$ cat src/rtl/reward_generator_pkg.sv
// -----------------------------------------------------------------------------
// reward_generator_pkg
// Shared snake-game definitions: playfield size, reward type codes, the reward
// generator state encoding and the latched reward record. The display stage
// imports the same package so both sides agree on grid bounds and type codes.
// -----------------------------------------------------------------------------
package reward_generator_pkg;

  localparam int unsigned GRID_W = 24;
  localparam int unsigned GRID_H = 18;
  localparam int unsigned CNT_W  = 8;

  localparam logic [1:0] RT_NONE    = 2'b00;
  localparam logic [1:0] RT_PROTECT = 2'b01;
  localparam logic [1:0] RT_GRADE   = 2'b10;
  localparam logic [1:0] RT_SLOW    = 2'b11;

  typedef enum logic [1:0] {
    ST_IDLE = 2'd0,
    ST_WAIT = 2'd1,
    ST_SHOW = 2'd2,
    ST_HIT  = 2'd3
  } rg_state_e;

  typedef struct packed {
    logic [5:0] x;
    logic [5:0] y;
    logic [1:0] rtype;
  } reward_t;

  // Folds a 5-bit random value into 0..lim-1 with a single subtraction.
  // Valid for lim >= 16, which holds for both grid dimensions.
  function automatic logic [5:0] fold5(input logic [4:0] v, input logic [4:0] lim);
    return (v < lim) ? {1'b0, v} : {1'b0, v - lim};
  endfunction

endpackage

$ cat src/rtl/lfsr16.sv
// -----------------------------------------------------------------------------
// lfsr16
// Free-running 16-bit Fibonacci LFSR, taps 16,14,13,11 (x^16+x^14+x^13+x^11+1).
// Advances every clock. An all-zero state would lock up, so it reloads SEED.
// Ports:
//   clk    in   clock
//   rst    in   synchronous active-high reset, loads SEED
//   lfsr_o out  current 16-bit register value
// -----------------------------------------------------------------------------
module lfsr16 #(
  parameter logic [15:0] SEED = 16'hACE1
) (
  input  logic        clk,
  input  logic        rst,
  output logic [15:0] lfsr_o
);

  logic [15:0] lfsr_q;
  logic [15:0] lfsr_d;
  logic        fb;

  always_comb begin
    fb     = lfsr_q[15] ^ lfsr_q[13] ^ lfsr_q[12] ^ lfsr_q[10];
    lfsr_d = (lfsr_q == 16'd0) ? SEED : {lfsr_q[14:0], fb};
  end

  always_ff @(posedge clk) begin
    if (rst) begin
      lfsr_q <= SEED;
    end else begin
      lfsr_q <= lfsr_d;
    end
  end

  assign lfsr_o = lfsr_q;

endmodule

$ cat src/rtl/reward_generator.sv
// -----------------------------------------------------------------------------
// reward_generator
// Spawns a reward at a pseudo-random grid cell, keeps it visible for a number
// of snake steps, detects the head taking it and runs the protect/slow effect
// timers that a taken reward starts.
// Ports:
//   clk            in   clock
//   rst            in   synchronous active-high reset
//   game_run       in   game in progress; low forces IDLE and clears effects
//   move_tick      in   one-cycle pulse per snake step
//   head_x/head_y  in   snake head column/row
//   enable_reward  out  reward visible (registered, high exactly in SHOW)
//   random_xpos    out  latched reward column 0..23
//   random_ypos    out  latched reward row 0..17
//   reward_type    out  01 protect, 10 grade, 11 slow
//   reward_hit     out  one-cycle pulse when the head takes the reward
//   score_bonus    out  one-cycle pulse on a grade hit
//   protect_active out  protect effect running
//   slow_active    out  slow effect running
// -----------------------------------------------------------------------------
module reward_generator
  import reward_generator_pkg::*;
#(
  parameter int unsigned SPAWN_DELAY  = 5,
  parameter int unsigned LIFETIME     = 8,
  parameter int unsigned EFFECT_TICKS = 10,
  parameter logic [15:0] LFSR_SEED    = 16'hACE1
) (
  input  logic       clk,
  input  logic       rst,
  input  logic       game_run,
  input  logic       move_tick,
  input  logic [5:0] head_x,
  input  logic [5:0] head_y,
  output logic       enable_reward,
  output logic [5:0] random_xpos,
  output logic [5:0] random_ypos,
  output logic [1:0] reward_type,
  output logic       reward_hit,
  output logic       score_bonus,
  output logic       protect_active,
  output logic       slow_active
);

  localparam logic [CNT_W-1:0] SPAWN_C  = CNT_W'(SPAWN_DELAY);
  localparam logic [CNT_W-1:0] LIFE_C   = CNT_W'(LIFETIME);
  localparam logic [CNT_W-1:0] EFFECT_C = CNT_W'(EFFECT_TICKS);
  localparam logic [CNT_W-1:0] CNT_ONE  = CNT_W'(1);

  function automatic logic [CNT_W-1:0] sat_dec(input logic [CNT_W-1:0] c);
    return (c == '0) ? '0 : c - CNT_ONE;
  endfunction

  rg_state_e        state_q, state_d;
  logic             enable_q;
  reward_t          pos_q, pos_d;
  logic [CNT_W-1:0] dly_q, dly_d;
  logic [CNT_W-1:0] life_q, life_d;
  logic [CNT_W-1:0] prot_q, prot_d;
  logic [CNT_W-1:0] slow_q, slow_d;

  logic [15:0] lfsr;
  logic        lfsr_unused;
  reward_t     cand;
  logic        head_on_cand;
  logic        head_on_reward;

  lfsr16 #(
    .SEED (LFSR_SEED)
  ) u_lfsr (
    .clk    (clk),
    .rst    (rst),
    .lfsr_o (lfsr)
  );

  // Upper LFSR bits are not needed for position or type.
  assign lfsr_unused = ^lfsr[15:12];

  // Spawn candidate from the current LFSR value. A candidate landing on the
  // head is shifted one column right (wrapping) so it never spawns already taken.
  always_comb begin
    cand.x       = fold5(lfsr[4:0], 5'(GRID_W));
    cand.y       = fold5(lfsr[9:5], 5'(GRID_H));
    cand.rtype   = (lfsr[11:10] == RT_NONE) ? RT_PROTECT : lfsr[11:10];
    head_on_cand = (cand.x == head_x) && (cand.y == head_y);
    if (head_on_cand) begin
      cand.x = (cand.x == 6'(GRID_W - 1)) ? 6'd0 : cand.x + 6'd1;
    end
  end

  assign head_on_reward = (head_x == pos_q.x) && (head_y == pos_q.y);

  // State register; enable is registered from the next state so it is high
  // exactly for the cycles spent in SHOW.
  always_ff @(posedge clk) begin
    if (rst) begin
      state_q  <= ST_IDLE;
      enable_q <= 1'b0;
    end else begin
      state_q  <= state_d;
      enable_q <= (state_d == ST_SHOW);
    end
  end

  // Next-state logic. Dropping game_run wins over everything else.
  always_comb begin
    state_d = state_q;
    if (!game_run) begin
      state_d = ST_IDLE;
    end else begin
      case (state_q)
        ST_IDLE: state_d = ST_WAIT;
        ST_WAIT: begin
          if (move_tick && (dly_q <= CNT_ONE)) begin
            state_d = ST_SHOW;
          end
        end
        ST_SHOW: begin
          // A hit on the tick that would also expire the reward is still a hit.
          if (move_tick) begin
            if (head_on_reward) begin
              state_d = ST_HIT;
            end else if (life_q <= CNT_ONE) begin
              state_d = ST_WAIT;
            end
          end
        end
        ST_HIT:  state_d = ST_WAIT;
        default: state_d = ST_IDLE;
      endcase
    end
  end

  // Counter and latched-reward next state.
  always_comb begin
    dly_d  = dly_q;
    life_d = life_q;
    prot_d = prot_q;
    slow_d = slow_q;
    pos_d  = pos_q;

    if (move_tick) begin
      prot_d = sat_dec(prot_q);
      slow_d = sat_dec(slow_q);
      if (state_q == ST_WAIT) begin
        dly_d = sat_dec(dly_q);
      end
      if (state_q == ST_SHOW) begin
        life_d = sat_dec(life_q);
      end
    end

    if ((state_q != ST_WAIT) && (state_d == ST_WAIT)) begin
      dly_d = SPAWN_C;
    end

    if ((state_q == ST_WAIT) && (state_d == ST_SHOW)) begin
      pos_d  = cand;
      life_d = LIFE_C;
    end

    // A taken reward restarts its own effect timer; the other keeps counting.
    if ((state_q == ST_SHOW) && (state_d == ST_HIT)) begin
      if (pos_q.rtype == RT_PROTECT) begin
        prot_d = EFFECT_C;
      end
      if (pos_q.rtype == RT_SLOW) begin
        slow_d = EFFECT_C;
      end
    end

    if (!game_run) begin
      dly_d  = '0;
      life_d = '0;
      prot_d = '0;
      slow_d = '0;
      pos_d  = '0;
    end
  end

  always_ff @(posedge clk) begin
    if (rst) begin
      dly_q  <= '0;
      life_q <= '0;
      prot_q <= '0;
      slow_q <= '0;
      pos_q  <= '0;
    end else begin
      dly_q  <= dly_d;
      life_q <= life_d;
      prot_q <= prot_d;
      slow_q <= slow_d;
      pos_q  <= pos_d;
    end
  end

  // Outputs decoded from the current state.
  always_comb begin
    reward_hit  = 1'b0;
    score_bonus = 1'b0;
    if (state_q == ST_HIT) begin
      reward_hit  = 1'b1;
      score_bonus = (pos_q.rtype == RT_GRADE);
    end
  end

  assign enable_reward  = enable_q;
  assign random_xpos    = pos_q.x;
  assign random_ypos    = pos_q.y;
  assign reward_type    = pos_q.rtype;
  assign protect_active = (prot_q != '0);
  assign slow_active    = (slow_q != '0);

endmodule
$ cat config.mk
export PLATFORM = sky130hd
export DESIGN_NAME = reward_generator
export DESIGN_NICKNAME = d
export VERILOG_FILES = /design/src/rtl/reward_generator_pkg.sv /design/src/rtl/lfsr16.sv /design/src/rtl/reward_generator.sv
export SDC_FILE = /design/constraint.sdc
export NUM_CORES = 1
export LEC_CHECK = 0
export ABC_CLOCK_PERIOD_IN_PS = 2600
export CORE_UTILIZATION = 57
export DETAILED_ROUTE_END_ITERATION = 7
export GPL_ROUTABILITY_DRIVEN = 0
export GPL_TIMING_DRIVEN = 0
export PLACE_DENSITY = 0.91
export SLEW_MARGIN = 20
export SYNTH_ARGS = -nofsm -noshare
export SYNTH_HDL_FRONTEND = slang
export SYNTH_SLANG_ARGS = --single-unit
$ cat constraint.sdc
create_clock -name clk -period 2.6 [get_ports clk]
set_clock_uncertainty 0.15 [all_clocks]
set_input_delay 0.52 -clock clk [delete_from_list [all_inputs] [get_ports clk]]
set_output_delay 0.52 -clock clk [all_outputs]
set_load 0.02 [all_outputs]
# Word level (Yosys, flattened, before mapping)

Index checks and enable logic that the tools add are counted.

Flip-flop bits (word level): 65
Bits of input ports: 16
Output and inout bits: 19
Word-level logic and storage cells: 99

Add/subtract/negate cells: 7
Order comparisons: 4
Equality and inequality tests: 15
Muxes and demuxes: 29
Bitwise operators: 4
Reductions and logical operators: 28

Operators with widths:

| operator                                             | number |
|---|---|
| 2-to-1 mux 8 bit                                     | 10 |
| logical NOT 8 bit                                    | 4 |
| subtractor 8 x 1 -> 8 bit (second input constant)    | 4 |
| <= comparator 8 x 1 -> 1 bit (second input constant) | 2 |
| logical NOT 16 bit                                   | 1 |
| nonzero test 8 bit                                   | 2 |
| equality test 2 bit (second input constant)          | 6 |
| equality test 5 x 6 -> 1 bit                         | 2 |
| equality test 6 bit                                  | 2 |
| 2-to-1 mux 2 bit                                     | 6 |
| 2-to-1 mux 4 bit                                     | 3 |
| 2-to-1 mux 6 bit                                     | 2 |
| < comparator 5 bit (second input constant)           | 2 |
| 2-to-1 mux 5 bit                                     | 2 |
| subtractor 5 bit (second input constant)             | 2 |
| 2-to-1 mux 3 bit                                     | 3 |
| AND reduction 2 bit                                  | 4 |
| nonzero test 2 bit                                   | 4 |
| adder 5 x 1 -> 6 bit (second input constant)         | 1 |
| equality test 2 x 1 -> 1 bit (second input constant) | 3 |
| logical AND 1 bit                                    | 6 |
| one-hot mux 2 bit (3 select lines)                   | 1 |
| OR reduction 2 bit                                   | 3 |
| OR reduction 3 bit                                   | 2 |
| other kinds (6)                                      | 10 |

# Logic depth before layout (Yosys ltp)

Gate-level depths: netlist (run 1).

Depth after elaboration: 10
Depth in mapped cells: 10

# By module

Synthesis (run 1) repeated with hierarchy kept, for this count alone.

Cell total of the unflattened synthesis: 381
Area, all modules: 3315.7 µm²

Modules (own cells, without submodules):

| module           | times used | cells each | area each (µm²) | sequential area each (µm²) |
|---|---|---|---|---|
| reward_generator | 1          | 340        | 2829.0          | 960.9 |
| lfsr16           | 1          | 41         | 486.7           | 320.3 |

# Least setup slack after synthesis (run 1)

Ideal clock, no wire load.

Path type: reg2reg
Start point: register state_q[0]
End point: register life_q[1]
Setup time: 0.092 ns
Data arrival time: 2.109 ns
Setup slack: 0.249 ns
Cell stages (with the launch flop): 10
Path buffers: 1
Period minus slack after synthesis: 2.351 ns
Cells stage by stage: dfxtp_1 inv_1 ha_1 clkbuf_1 mux2_2 a32o_2 and2_1 a21bo_4 o221ai_1 a311oi_1

Cells in the longest elaborated chain, start to end: 8

Ends and longest elaborated chain:

| item                               | RTL line                | source |
|---|---|---|
| from (decl)                        | reward_generator.sv:54  | `rg_state_e state_q, state_d;` |
| from (signal assigned)             | reward_generator.sv:100 | `state_q <= state_d;` |
| 2-to-1 mux 2 bit                   | reward_generator.sv:123 | `end else if (life_q <= CNT_ONE) begin` |
| 2-to-1 mux 2 bit                   | reward_generator.sv:121 | `if (head_on_reward) begin` |
| 2-to-1 mux 2 bit                   | reward_generator.sv:120 | `if (move_tick) begin` |
| one-hot mux 2 bit (3 select lines) | reward_generator.sv:111 | `case (state_q)` |
| 2-to-1 mux 2 bit                   | reward_generator.sv:108 | `if (!game_run) begin` |
| equality test 2 bit                | reward_generator.sv:157 | `if ((state_q == ST_WAIT) && (state_d == ST_SHOW)) begin` |
| logical AND 1 bit                  | reward_generator.sv:157 |  |
| OR reduction 3 bit (no line)       | n/a                     |  |
| to (signal assigned)               | reward_generator.sv:190 | `life_q <= life_d;` |
| to (decl)                          | reward_generator.sv:58  | `logic [CNT_W-1:0] life_q, life_d;` |

Parallel ways exist; a longest one is shown, timed or not.
A chain may end at the register's enable or synchronous reset.

# Worst setup path after layout (run 1)

Start point: register u_lfsr.lfsr_q[6], in the netlist u_lfsr.lfsr_o[6]
End point: register pos_q (netlist bit random_xpos[0])

Cells in the longest elaborated chain, start to end: 5

Ends and longest elaborated chain:

| item                                                          | RTL line                   | source |
|---|---|---|
| from (decl)                                                   | lfsr16.sv:18               | `logic [15:0] lfsr_q;` |
| from (signal assigned)                                        | lfsr16.sv:31               | `lfsr_q <= lfsr_d;` |
| subtractor 5 bit / < comparator 5 bit (equally long branches) | reward_generator_pkg.sv:34 | `return (v < lim) ? {1'b0, v} : {1'b0, v - lim};` |
| 2-to-1 mux 5 bit (*)                                          | reward_generator_pkg.sv:34 |  |
| equality test 5 x 6 -> 1 bit (*)                              | reward_generator.sv:85     | `head_on_cand = (cand.x == head_x) && (cand.y == head_y);` |
| logical AND 1 bit (*)                                         | reward_generator.sv:85     |  |
| 2-to-1 mux 6 bit (*)                                          | reward_generator.sv:86     | `if (head_on_cand) begin` |
| to (signal assigned)                                          | reward_generator.sv:193    | `pos_q <= pos_d;` |
| to (decl)                                                     | reward_generator.sv:56     | `reward_t pos_q, pos_d;` |

Mark *: on every way between the ends. The rest lies on a longest branch, timed or not.

==> results.sh, run 1 <==
export IMPL_criticalPathCategory="flop to flop"
export IMPL_seq_power_share_pct=46.0
export IMPL_cp_endpoint="random_xpos[0]"
export IMPL_maxCapViolations=0
export IMPL_yosysWarnings=0
export IMPL_fmax_mhz=387
export IMPL_use_met1_pct=29.8
export IMPL_critical_path_required_ps=2710
export IMPL_ant_nets=0
export IMPL_ir_worst_vdd_v=0.000397
export IMPL_htreeDepth=3
export IMPL_insertion_delay_ps=340
export IMPL_crit_buf_inv=1
export IMPL_synth_cell_types=54
export IMPL_postCtsHoldBufs=0
export IMPL_timing_rr_start="u_lfsr.lfsr_o[6]"
export IMPL_antenna_found_initial=0
export IMPL_fin_crit_ps=2580
export IMPL_crit_family="compound AO/OA/AOI/OAI gates"
export IMPL_grt_pass1_wl_mm=12.9
export IMPL_crit_arrival_ps=2690
export IMPL_final_nets=469
export IMPL_num_vias=2970
export IMPL_clkPwrFrac_pct=36.9
export IMPL_synth_edf_count=0
export IMPL_drc=0
export IMPL_timing_critical_path_depth=8
export IMPL_status="finished clean"
export IMPL_drtIter0Drc=220
export IMPL_firstDrtPassIters=5
export IMPL_power_density_nw_per_um2=557
export IMPL_p_int_mw=1.67
export IMPL_synth_main_ff_cell="dfxtp_1"
export IMPL_numPortBuffers=33
export IMPL_grt_busiest_layer="met2"
export IMPL_grt_use_met2_pct=47.2
export IMPL_hold_path_class="flop to flop"
export IMPL_wl_mm=7.89
export IMPL_cts_max_path_buffers=2
export IMPL_cts_buffers=9
export IMPL_die_area_um2=6170
export IMPL_synthTopCellsByCount="dfxtp_1 (64), nor2_1 (40), xor2_1 (26)"
export IMPL_n_antenna_cell=0
export IMPL_cts_root_buf="clkbuf_8"
export IMPL_top_level_ports=35
export IMPL_fillers=395
export IMPL_grt_max_degree=12
export IMPL_gr_total_overflow=0
export IMPL_finalCritPeriodShare_pct=99.3
export IMPL_rows=27
export IMPL_hold_viol_final=0
export IMPL_die_h_um=78.6
export IMPL_relSlewSlack_pct=50.3
export IMPL_first_global_vias=2954
export IMPL_grt_total_usage_pct=26.7
export IMPL_stdcell_count=513
export IMPL_ys_ff_latch=64
export IMPL_hold_ws_ps=300
export IMPL_cp_startpoint="u_lfsr.lfsr_o[6]"
export IMPL_initial_core_util_pct=60.0
export IMPL_syn_inst=383
export IMPL_rrSetupSlack_ps=20
export IMPL_synth_top_cell_area_share_pct=38.3
export IMPL_fin_area_um2=4150
export IMPL_dp_hpwl_mm=5.49
export IMPL_core_um2=5570
export IMPL_worst_path_largest_cell_delay_ps=400
export IMPL_crit_chain="inv_1 -> ha_1 -> a21boi_0 -> xnor2_1 -> o311ai_2 -> nor3_1 -> nand3_1 -> a311oi_1"
export IMPL_worstPathMaxFanout=4
export IMPL_dpl_cell_count=488
export IMPL_critPathLaunchType="flop"
export IMPL_regArea_um2=1280
export IMPL_crit_slowest_cell="dfxtp_1"
export IMPL_slew_violations=0
export IMPL_synthMostInstantiatedCell="dfxtp_1"
export IMPL_setup_viol=0
export IMPL_critPathCaptureType="flop"
export IMPL_p_sw_share_pct=27.7
export IMPL_combPwrFrac_pct=17.1
export IMPL_clkSlewWorstSetupHoldPaths_ps=80
export IMPL_synth_nets=416
export IMPL_synthArstFlopShare_pct=0
export IMPL_syn_area_per_cell_um2=8.73
export IMPL_multi_input_area_um2=2060
export IMPL_cts_tree="done"
export IMPL_syn_area_um2=3340
export IMPL_p_leak_nw=1.61
export IMPL_reg2reg_to="random_xpos[0]"
export IMPL_tightest_slew_ps=741
export IMPL_die_x_um=78.6
export IMPL_p_switching_mw=0.640
export IMPL_synth_yosys_seq_area_share_pct=38.3
export IMPL_drt_vias_per_instance=5.79
export IMPL_gr_usage_met3_pct=6.98
export IMPL_utilization_pct=74.5
export IMPL_cts_sinks=64
export IMPL_reg2reg_depth=8
export IMPL_synth_area_leader_cell="dfxtp_1"
export IMPL_avgRoutedWirePerCell_um=15.4
export IMPL_drive_above_1_share_pct=13.6
export IMPL_placed_cell_area_um2=3760
export IMPL_yosys_top_cells_area="dfxtp_1 (38%), xor2_1 (6.8%), ha_1 (6.4%), xnor2_1 (5.0%), nor2_1 (4.5%)"
export IMPL_rsz0062_at_grt="true"
export IMPL_syn_to_final_growth_pct=24.2
==> power groups by stage <==
stage / Sequential [mW] / Clock (mW) / Combinational, mW
floorplan: 1.07 / 0 / 0.241
global route: 1.07 / 0.913 / 0.434
detailed placement: 1.08 / 0 / 0.344
global placement: 1.08 / 0 / 0.328
CTS: 1.06 / 0.860 / 0.369
finish: 1.06 / 0.853 / 0.396
==> through the flow <==
stage                     total power [mW]  TNS (ps)  setup slack [ps]
after detailed placement              1.43    -17060              -532
final                                 2.31         0              17.2
after floorplan                       1.31         0               249
after CTS                             2.29    -0.334            -0.334
after global placement                1.41    -13520              -449
after global routing                  2.42      -285             -78.2
==> worst min path at each step <==
stage,depth (start not counted),start,endpoint,slack (ps)
detailed placement,1,u_lfsr.lfsr_o[14],u_lfsr.lfsr_o[15],280
floorplan,1,u_lfsr.lfsr_o[14],u_lfsr.lfsr_o[15],260
finish,1,u_lfsr.lfsr_o[14],u_lfsr.lfsr_o[15],300
CTS,1,u_lfsr.lfsr_o[14],u_lfsr.lfsr_o[15],300
global placement,1,u_lfsr.lfsr_o[14],u_lfsr.lfsr_o[15],270
global route,1,u_lfsr.lfsr_o[14],u_lfsr.lfsr_o[15],320
==> metal layers <==
layer	vias to the layer above	wire, µm
met3	14	436
met5	-	0
li1	1444	-
met1	1412	3260
met2	100	4040
met4	0	155
==> flip-flops by register name, indices dropped and copies added (netlist names) <==
signal / cells
reward_type: 2
state_q: 2
life_q: 8
u_lfsr.lfsr_o: 16
prot_q: 8
slow_q: 8
random_ypos: 5
random_xpos: 6
enable_reward: 1
dly_q: 8
==> worst register-to-register path, stage by stage, from the launching register on <==
cell,delay [ps]
dfxtp_1,400
inv_1,140
ha_1,250
a21boi_0,350
xnor2_1,190
o311ai_2,230
nor3_1,400
nand3_1,130
a311oi_1,260
==> repair_timing <==
action / CTS / global route
gates cloned: 0 / 1
pin swaps: 2 / 10
setup buffers: 2 / 7
resized for setup: 12 / 21
endpoints found under the setup margin: 25 / 35
==> cells in the final DEF (no fill, tap or decap), types with 3 or more instances in the layout <==
master           instances
a311oi_1                 4
or3_1                    3
nor3_1                  12
nand3_1                 11
dfxtp_1                 63
o21a_1                   3
o21ai_0                 12
nor2_1                  40
nor2b_1                  8
clkdlybuf4s50_1         26
a211oi_1                 7
buf_4                   10
ha_1                    17
nor4_1                  10
a21oi_1                 22
nand2_1                 20
and2_1                   8
xnor2_1                 19
or2_2                    5
mux2i_1                  4
clkbuf_8                10
a21boi_0                 3
clkbuf_1                 5
dlymetal6s2s_1           6
xor2_1                  26
nand2b_1                12
inv_1                   18
==> cells by family (layout without fill, tap and decap cells) <==
logic type	after synthesis	after routing	synth area share, %
AND/OR/NAND/NOR	149	149	23.5
other	1	1	0.112
AO/OA/AOI/OAI	73	74	14.6
buffers and inverters	28	85	3.37
multiplexers	6	6	1.87
adder cells (fa/ha/maj)	17	17	6.36
XOR/XNOR	45	45	11.8
flip-flops	64	64	38.3
==> cell type report <==
| class | count | share of cell area [%] |
|---|---|---|
| multi-input combinational | 292 | 49.6 |
| sequential | 64 | 30.9 |
| timing repair buffer | 42 | 9.83 |
| clock buffer | 11 | 3.41 |
| tap | 72 | 2.17 |
| inverter | 18 | 1.63 |
| clock inverter | 5 | 1.36 |
| buffer | 9 | 1.15 |
Power figures use the tool's default switching activity.
==> run 2: changes to the inputs <==
--- a/config.mk
+++ b/config.mk
@@ -6,12 +6,14 @@
 export NUM_CORES = 1
 export LEC_CHECK = 0
 export ABC_CLOCK_PERIOD_IN_PS = 2600
-export CORE_UTILIZATION = 57
+export CORE_UTILIZATION = 56
+export CTS_CLUSTER_DIAMETER = 40
 export DETAILED_ROUTE_END_ITERATION = 7
 export GPL_ROUTABILITY_DRIVEN = 0
 export GPL_TIMING_DRIVEN = 0
-export PLACE_DENSITY = 0.91
+export PLACE_DENSITY = 0.9
 export SLEW_MARGIN = 20
 export SYNTH_ARGS = -nofsm -noshare
 export SYNTH_HDL_FRONTEND = slang
+export SYNTH_HIERARCHICAL = 1
 export SYNTH_SLANG_ARGS = --single-unit
==> run 2 against run 1 <==
Against the previous run:
- the flow now finishes with violations (negative setup slack)
- core utilization fell by 0.069 points
- via count fell by 0.24%
- die area rose by 0.96%
- final area rose by 0.51%
- area after synthesis fell by 0.79%
- synthesized cell count fell by 0.52%
- worst setup slack got worse by 21 ps
- clock power rose by 12%
- sequential power barely moved
- global-route usage rose by 0.17 points
- combinational power rose by 5%
- non-clock buffer count fell by 2
==> results.sh, run 2 <==
export IMPL_status="finished, violations left"
export IMPL_violations="negative setup slack"
export IMPL_syn_inst=381
export IMPL_die_x_um=78.9
export IMPL_postCtsHoldBufs=0
export IMPL_finalCritPeriodShare_pct=100
export IMPL_criticalPathCategory="flop to flop"
export IMPL_first_global_vias=2796
export IMPL_synth_edf_count=0
export IMPL_synth_cell_types=54
export IMPL_gr_usage_met3_pct=8.97
export IMPL_n_antenna_cell=0
export IMPL_dp_hpwl_mm=5.15
export IMPL_ys_ff_latch=64
export IMPL_worstPathMaxFanout=10
export IMPL_hold_path_class="flop to flop"
export IMPL_cts_max_path_buffers=2
export IMPL_wl_mm=8.51
export IMPL_ir_worst_vdd_v=0.000428
export IMPL_largest_reg_flops=16
export IMPL_syn_area_um2=3320
export IMPL_syn_area_per_cell_um2=8.70
export IMPL_utilization_pct=74.4
export IMPL_stdcell_count=508
export IMPL_final_nets=462
export IMPL_ant_nets=0
export IMPL_firstDrtPassIters=4
export IMPL_drt_vias_per_instance=5.83
export IMPL_initial_core_util_pct=59.1
export IMPL_grt_pass1_wl_mm=12.9
export IMPL_yosys_top_cells_area="dfxtp_1 (39%), xor2_1 (7.4%), nor2_1 (6.5%), ha_1 (5.7%), xnor2_1 (5.3%)"
export IMPL_critical_path_required_ps=2730
export IMPL_fillers=394
export IMPL_top_level_ports=35
export IMPL_fin_ws_ps=-3.91
export IMPL_die_area_um2=6230
export IMPL_avgRoutedWirePerCell_um=16.7
export IMPL_antenna_found_initial=0
export IMPL_synthArstFlopShare_pct=0
export IMPL_grt_total_usage_pct=26.8
export IMPL_relSlewSlack_pct=61.4
export IMPL_synth_top_cell_area_share_pct=38.6
export IMPL_core_um2=5610
export IMPL_dpl_cell_count=486
export IMPL_synth_area_leader_cell="dfxtp_1"
export IMPL_htreeDepth=3
export IMPL_cts_sinks=64
export IMPL_critPathLaunchType="flop"
export IMPL_rsz0062_at_grt="true"
export IMPL_fin_crit_ps=2600
export IMPL_yosysWarnings=6
export IMPL_die_h_um=78.9
export IMPL_hold_ws_ps=316
export IMPL_layout_common_cells="dfxtp_1 (61), nor2_1 (57), nand2_1 (23), xor2_1 (23), clkdlybuf4s50_1 (21)"
export IMPL_num_vias=2963
export IMPL_tightest_slew_ps=578
export IMPL_grt_use_met2_pct=46.3
export IMPL_drive_above_1_share_pct=13.5
export IMPL_grt_busiest_layer="met2"
export IMPL_p_total_mw=2.45
export IMPL_cts_root_buf="clkbuf_8"
export IMPL_gr_total_overflow=0
export IMPL_clkSlewWorstSetupHoldPaths_ps=70
export IMPL_cts_buffers=9
export IMPL_maxCapViolations=0
export IMPL_hold_viol_final=0
export IMPL_synthMostInstantiatedCell="dfxtp_1"
export IMPL_rows=27
export IMPL_synth_main_ff_cell="dfxtp_1"
export IMPL_cts_tree="done"
export IMPL_synth_nets=412
export IMPL_fmax_mhz=384
export IMPL_critPathCaptureType="flop"
export IMPL_crit_arrival_ps=2740
export IMPL_slew_violations=0
export IMPL_syn_to_final_growth_pct=25.8
export IMPL_numPortBuffers=33
export IMPL_drtIter0Drc=254
export IMPL_p_leak_nw=1.65
export IMPL_synth_yosys_seq_area_share_pct=38.6
export IMPL_power_density_nw_per_um2=587
export IMPL_drc=0
export IMPL_use_met1_pct=30.6
export IMPL_layout_cells_most_common="dfxtp_1"
export IMPL_setup_viol=1
export IMPL_insertion_delay_ps=360
export IMPL_synthTopCellsByCount="dfxtp_1 (64), nor2_1 (57), xor2_1 (28)"
export IMPL_grt_max_degree=12
run 2: changes by cell type after synthesis, sizes merged, moves of 3 or more:
cell,previous run,this run
nor2,40,57
a21oi,24,14
nand2b,12,3
or3,3,11
and2,8,1
or2,5,0
a211oi,7,3
mux2i,4,8
nor2b,9,13
nor4b,4,0
nand2,20,23
nor3,13,16
run 2: report_power, final:
group | total [mW] | switching [mW] | internal (mW) | leakage [nW]
combinational | 0.414 | 0.223 | 0.191 | 1.02
clock | 0.958 | 0.393 | 0.566 | 0.108
sequential | 1.08 | 0.0552 | 1.02 | 0.524
total | 2.45 | 0.671 | 1.78 | 1.65
run 2: area by class of cell:
type / count / area (µm²) / area share, %
timing repair buffer: 40 / 389 / 9.33
clock inverter: 3 / 65.1 / 1.56
buffer: 9 / 53.8 / 1.29
tap: 72 / 90.1 / 2.16
inverter: 20 / 75.1 / 1.80
multi-input combinational: 287 / 2060 / 49.4
clock buffer: 13 / 149 / 3.57
sequential: 64 / 1290 / 30.9
run 2: path summary, 6_finish.rpt:
check / start / end / slack (ps) / depth (start not counted)
setup reg to reg: state_q[0] / random_xpos[4] / -4 / 9
hold reg to reg: u_lfsr/lfsr_o[14] / u_lfsr/lfsr_o[15] / 320 / 1
setup / recovery: state_q[0] / random_xpos[4] / -4 / 9
hold / removal: u_lfsr/lfsr_o[14] / u_lfsr/lfsr_o[15] / 320 / 1
run 2: what timing repair did:
item,4_1_cts,5_1_grt
gates resized for setup,24,27
pin swaps,7,11
endpoints found under the setup margin,30,38
setup buffers,4,3
run 2: critical path, cell delays in order, from the launching register on:
cell and delay [ps]:
dfxtp_4 390, inv_1 150, ha_2 330, nor3_4 270, nor2b_2 200, a211oi_2 60
o32ai_2 360, buf_2 310, o21ai_0 140, a21oi_1 170
run 2: stage by stage:
| stage | cell area, µm² | setup WS, ps | TNS (ps) |
|---|---|---|---|
| floorplan | 3320 | 169 | 0 |
| global placement | 3740 | -485 | -13550 |
| detailed placement | 3740 | -601 | -17390 |
| CTS | 4030 | -147 | -152 |
| global route | 4170 | -79.2 | -350 |
| finish | 4170 | -3.91 | -3.91 |
run 2: metal layers:
| layer | vias to the layer above | routed length (µm) |
|---|---|---|
| li1 | 1412 | - |
| met2 | 96 | 4300 |
| met4 | 0 | 313 |
| met3 | 37 | 396 |
| met1 | 1418 | 3500 |
| met5 | - | 0 |
run 2: cells by family (layout without fill, tap and decap cells):
group / count (synthesis) / count (layout) / share of synthesized area [%]
simple gates: 162 / 162 / 25.4
flops: 64 / 64 / 38.6
compound gates: 53 / 53 / 11.4
xor+xnor: 48 / 48 / 12.7
buf+inv: 30 / 85 / 3.74
fa+ha+maj: 15 / 15 / 5.66
mux: 8 / 8 / 2.42
other cells: 1 / 1 / 0.113
==> run 3: changes to the inputs <==
--- a/config.mk
+++ b/config.mk
@@ -12,6 +12,7 @@
 export GPL_ROUTABILITY_DRIVEN = 0
 export GPL_TIMING_DRIVEN = 0
 export PLACE_DENSITY = 0.9
+export SKIP_CTS_REPAIR_TIMING = 1
 export SLEW_MARGIN = 20
 export SYNTH_ARGS = -nofsm -noshare
 export SYNTH_HDL_FRONTEND = slang
==> run 3 against run 2 <==
Against the previous run:
- highest routed layer unchanged
- critical endpoint is now life_q[1]
- count of clock-buffer cells in the layout stayed put
- global-route usage decreased by 1.5 points
- wire length is 5.4% higher
- critical path type unchanged
- sequential power about the same
- register-to-register slack got worse by 240 ps
- first-iteration DRC count grew 23%
- core utilization decreased by 0.067 points
- the run still ends with negative setup slack left
- total power shrank 0.20%
- fmax fell by 8.4%
==> results.sh, run 3 (synthesis gave the netlist of run 2 again) <==
export IMPL_p_total_mw=2.45
export IMPL_wl_met2_mm=4.45
export IMPL_setup_tns_ps=-1410
export IMPL_critical_path_required_ps=2720
export IMPL_numPortBuffers=33
export IMPL_wl_met3_um=622
export IMPL_setup_viol=17
export IMPL_layout_common_cells="dfxtp_1 (62), nor2_1 (57), xor2_1 (25), nand2_1 (23), clkdlybuf4s50_1 (21)"
export IMPL_n_antenna_cell=0
export IMPL_worst_path_largest_cell_delay_ps=380
export IMPL_fin_crit_ps=2840
export IMPL_cts_tree="done"
export IMPL_multi_input_area_um2=2050
export IMPL_ant_nets=0
export IMPL_wl_mm=8.97
export IMPL_p_leak_nw=1.69
export IMPL_die_h_um=78.9
export IMPL_cts_sinks=64
export IMPL_utilization_pct=74.3
export IMPL_placed_cell_area_um2=3740
export IMPL_finalCritPeriodShare_pct=109
export IMPL_grt_pass1_wl_mm=12.3
export IMPL_crit_chain="inv_1 -> ha_4 -> inv_1 -> a311oi_2 -> o21ai_2 -> a211oi_2 -> o32ai_4 -> or3_1 -> buf_6 -> a311oi_2"
export IMPL_die_x_um=78.9
export IMPL_top_level_ports=35
export IMPL_grt_total_usage_pct=25.4
export IMPL_crit_arrival_ps=2960
export IMPL_ir_worst_vdd_v=0.000425
export IMPL_rsz0062_at_grt="true"
export IMPL_criticalPathCategory="flop to flop"
export IMPL_crit_buf_inv=3
export IMPL_grt_max_degree=12
export IMPL_dp_hpwl_mm=5.15
export IMPL_num_vias=3033
export IMPL_hold_viol_final=0
export IMPL_insertion_delay_ps=350
export IMPL_wl_met1_mm=3.53
export IMPL_regArea_um2=1290
export IMPL_maxCapViolations=0
export IMPL_clkSlewWorstSetupHoldPaths_ps=70
export IMPL_crit_slowest_cell="dfxtp_1"
export IMPL_avgRoutedWirePerCell_um=17.7
export IMPL_crit_family="compound AO/OA/AOI/OAI gates"
export IMPL_final_nets=461
export IMPL_die_area_um2=6230
export IMPL_slew_violations=0
export IMPL_worstPathMaxFanout=7
export IMPL_syn_to_final_growth_pct=25.7
export IMPL_drt_vias_per_instance=5.98
export IMPL_firstDrtPassIters=5
export IMPL_cts_max_path_buffers=2
export IMPL_drive_above_1_share_pct=12.6
export IMPL_layout_cells_most_common="dfxtp_1"
export IMPL_antenna_found_initial=0
export IMPL_gr_total_overflow=0
export IMPL_htreeDepth=3
export IMPL_top_layer_used="met4"
export IMPL_drc=0
export IMPL_initial_core_util_pct=59.1
export IMPL_status="finished, violations left"
export IMPL_power_density_nw_per_um2=587
export IMPL_rows=27
export IMPL_violations="negative setup slack"
export IMPL_relSlewSlack_pct=57.7
export IMPL_tightest_slew_ps=633
export IMPL_fin_ws_ps=-241
export IMPL_fin_area_um2=4170
export IMPL_cts_buffers=9
export IMPL_drtIter0Drc=313
export IMPL_cts_root_buf="clkbuf_8"
export IMPL_first_global_vias=2688
export IMPL_fillers=393
export IMPL_critPathLaunchType="flop"
export IMPL_hold_path_class="flop to flop"
export IMPL_core_um2=5610
export IMPL_fmax_mhz=352
export IMPL_critPathCaptureType="flop"
export IMPL_largest_reg_flops=16
==> run 3: cell count changes in the layout (fill, tap and decap cells not counted), sizes merged <==
cell	previous run	this run
dlymetal6s2s	5	11
dlygate4sd2	6	0
buf	15	14
==> run 3: where the power goes <==
| part | internal, mW | switching (mW) |
|---|---|---|
| Clock | 0.566 | 0.386 |
| Sequential | 1.02 | 0.0542 |
| Combinational | 0.187 | 0.231 |
| Total | 1.77 | 0.671 |
==> run 3: worst paths after layout <==
path | endpoint | slack (ps) | from | cells after the start
setup / recovery | life_q[1] | -240 | state_q[1] | 10
hold / removal | random_xpos[5] | 310 | random_xpos[5] | 2
hold reg to reg | random_xpos[5] | 310 | random_xpos[5] | 2
setup reg to reg | life_q[1] | -240 | state_q[1] | 10
==> run 3: worst reg2reg max path, cell delays in order, from the launching register on <==
cell	delay, ps
dfxtp_1	380
inv_1	180
ha_4	220
inv_1	130
a311oi_2	320
o21ai_2	130
a211oi_2	340
o32ai_4	180
or3_1	370
buf_6	150
a311oi_2	220
==> run 3: metal layers <==
metal  GRT usage, %  vias to the layer above
li1               -                     1413
met1           30.1                     1419
met2           44.2                      155
met3           7.47                       46
met4           7.45                        0
met5              0                        -
==> run 3: layout make-up <==
type	instances	share of cell area (%)
Sequential cell	64	30.9
Inverter	20	1.80
Timing Repair Buffer	39	9.49
Multi-Input combinational cell	287	49.2
Clock buffer	13	3.57
Tap cell	72	2.16
Buffer	9	1.32
Clock inverter	3	1.56
==> run 3: through the flow <==
stage          setup slack (ps)  std cells  hold slack, ps
2_1_floorplan               169        381             267
3_3_place_gp               -485        486             279
3_5_place_dp               -601        486             294
4_1_cts                    -566        502             312
5_1_grt                    -349        507             338
6_report                   -241        507             311
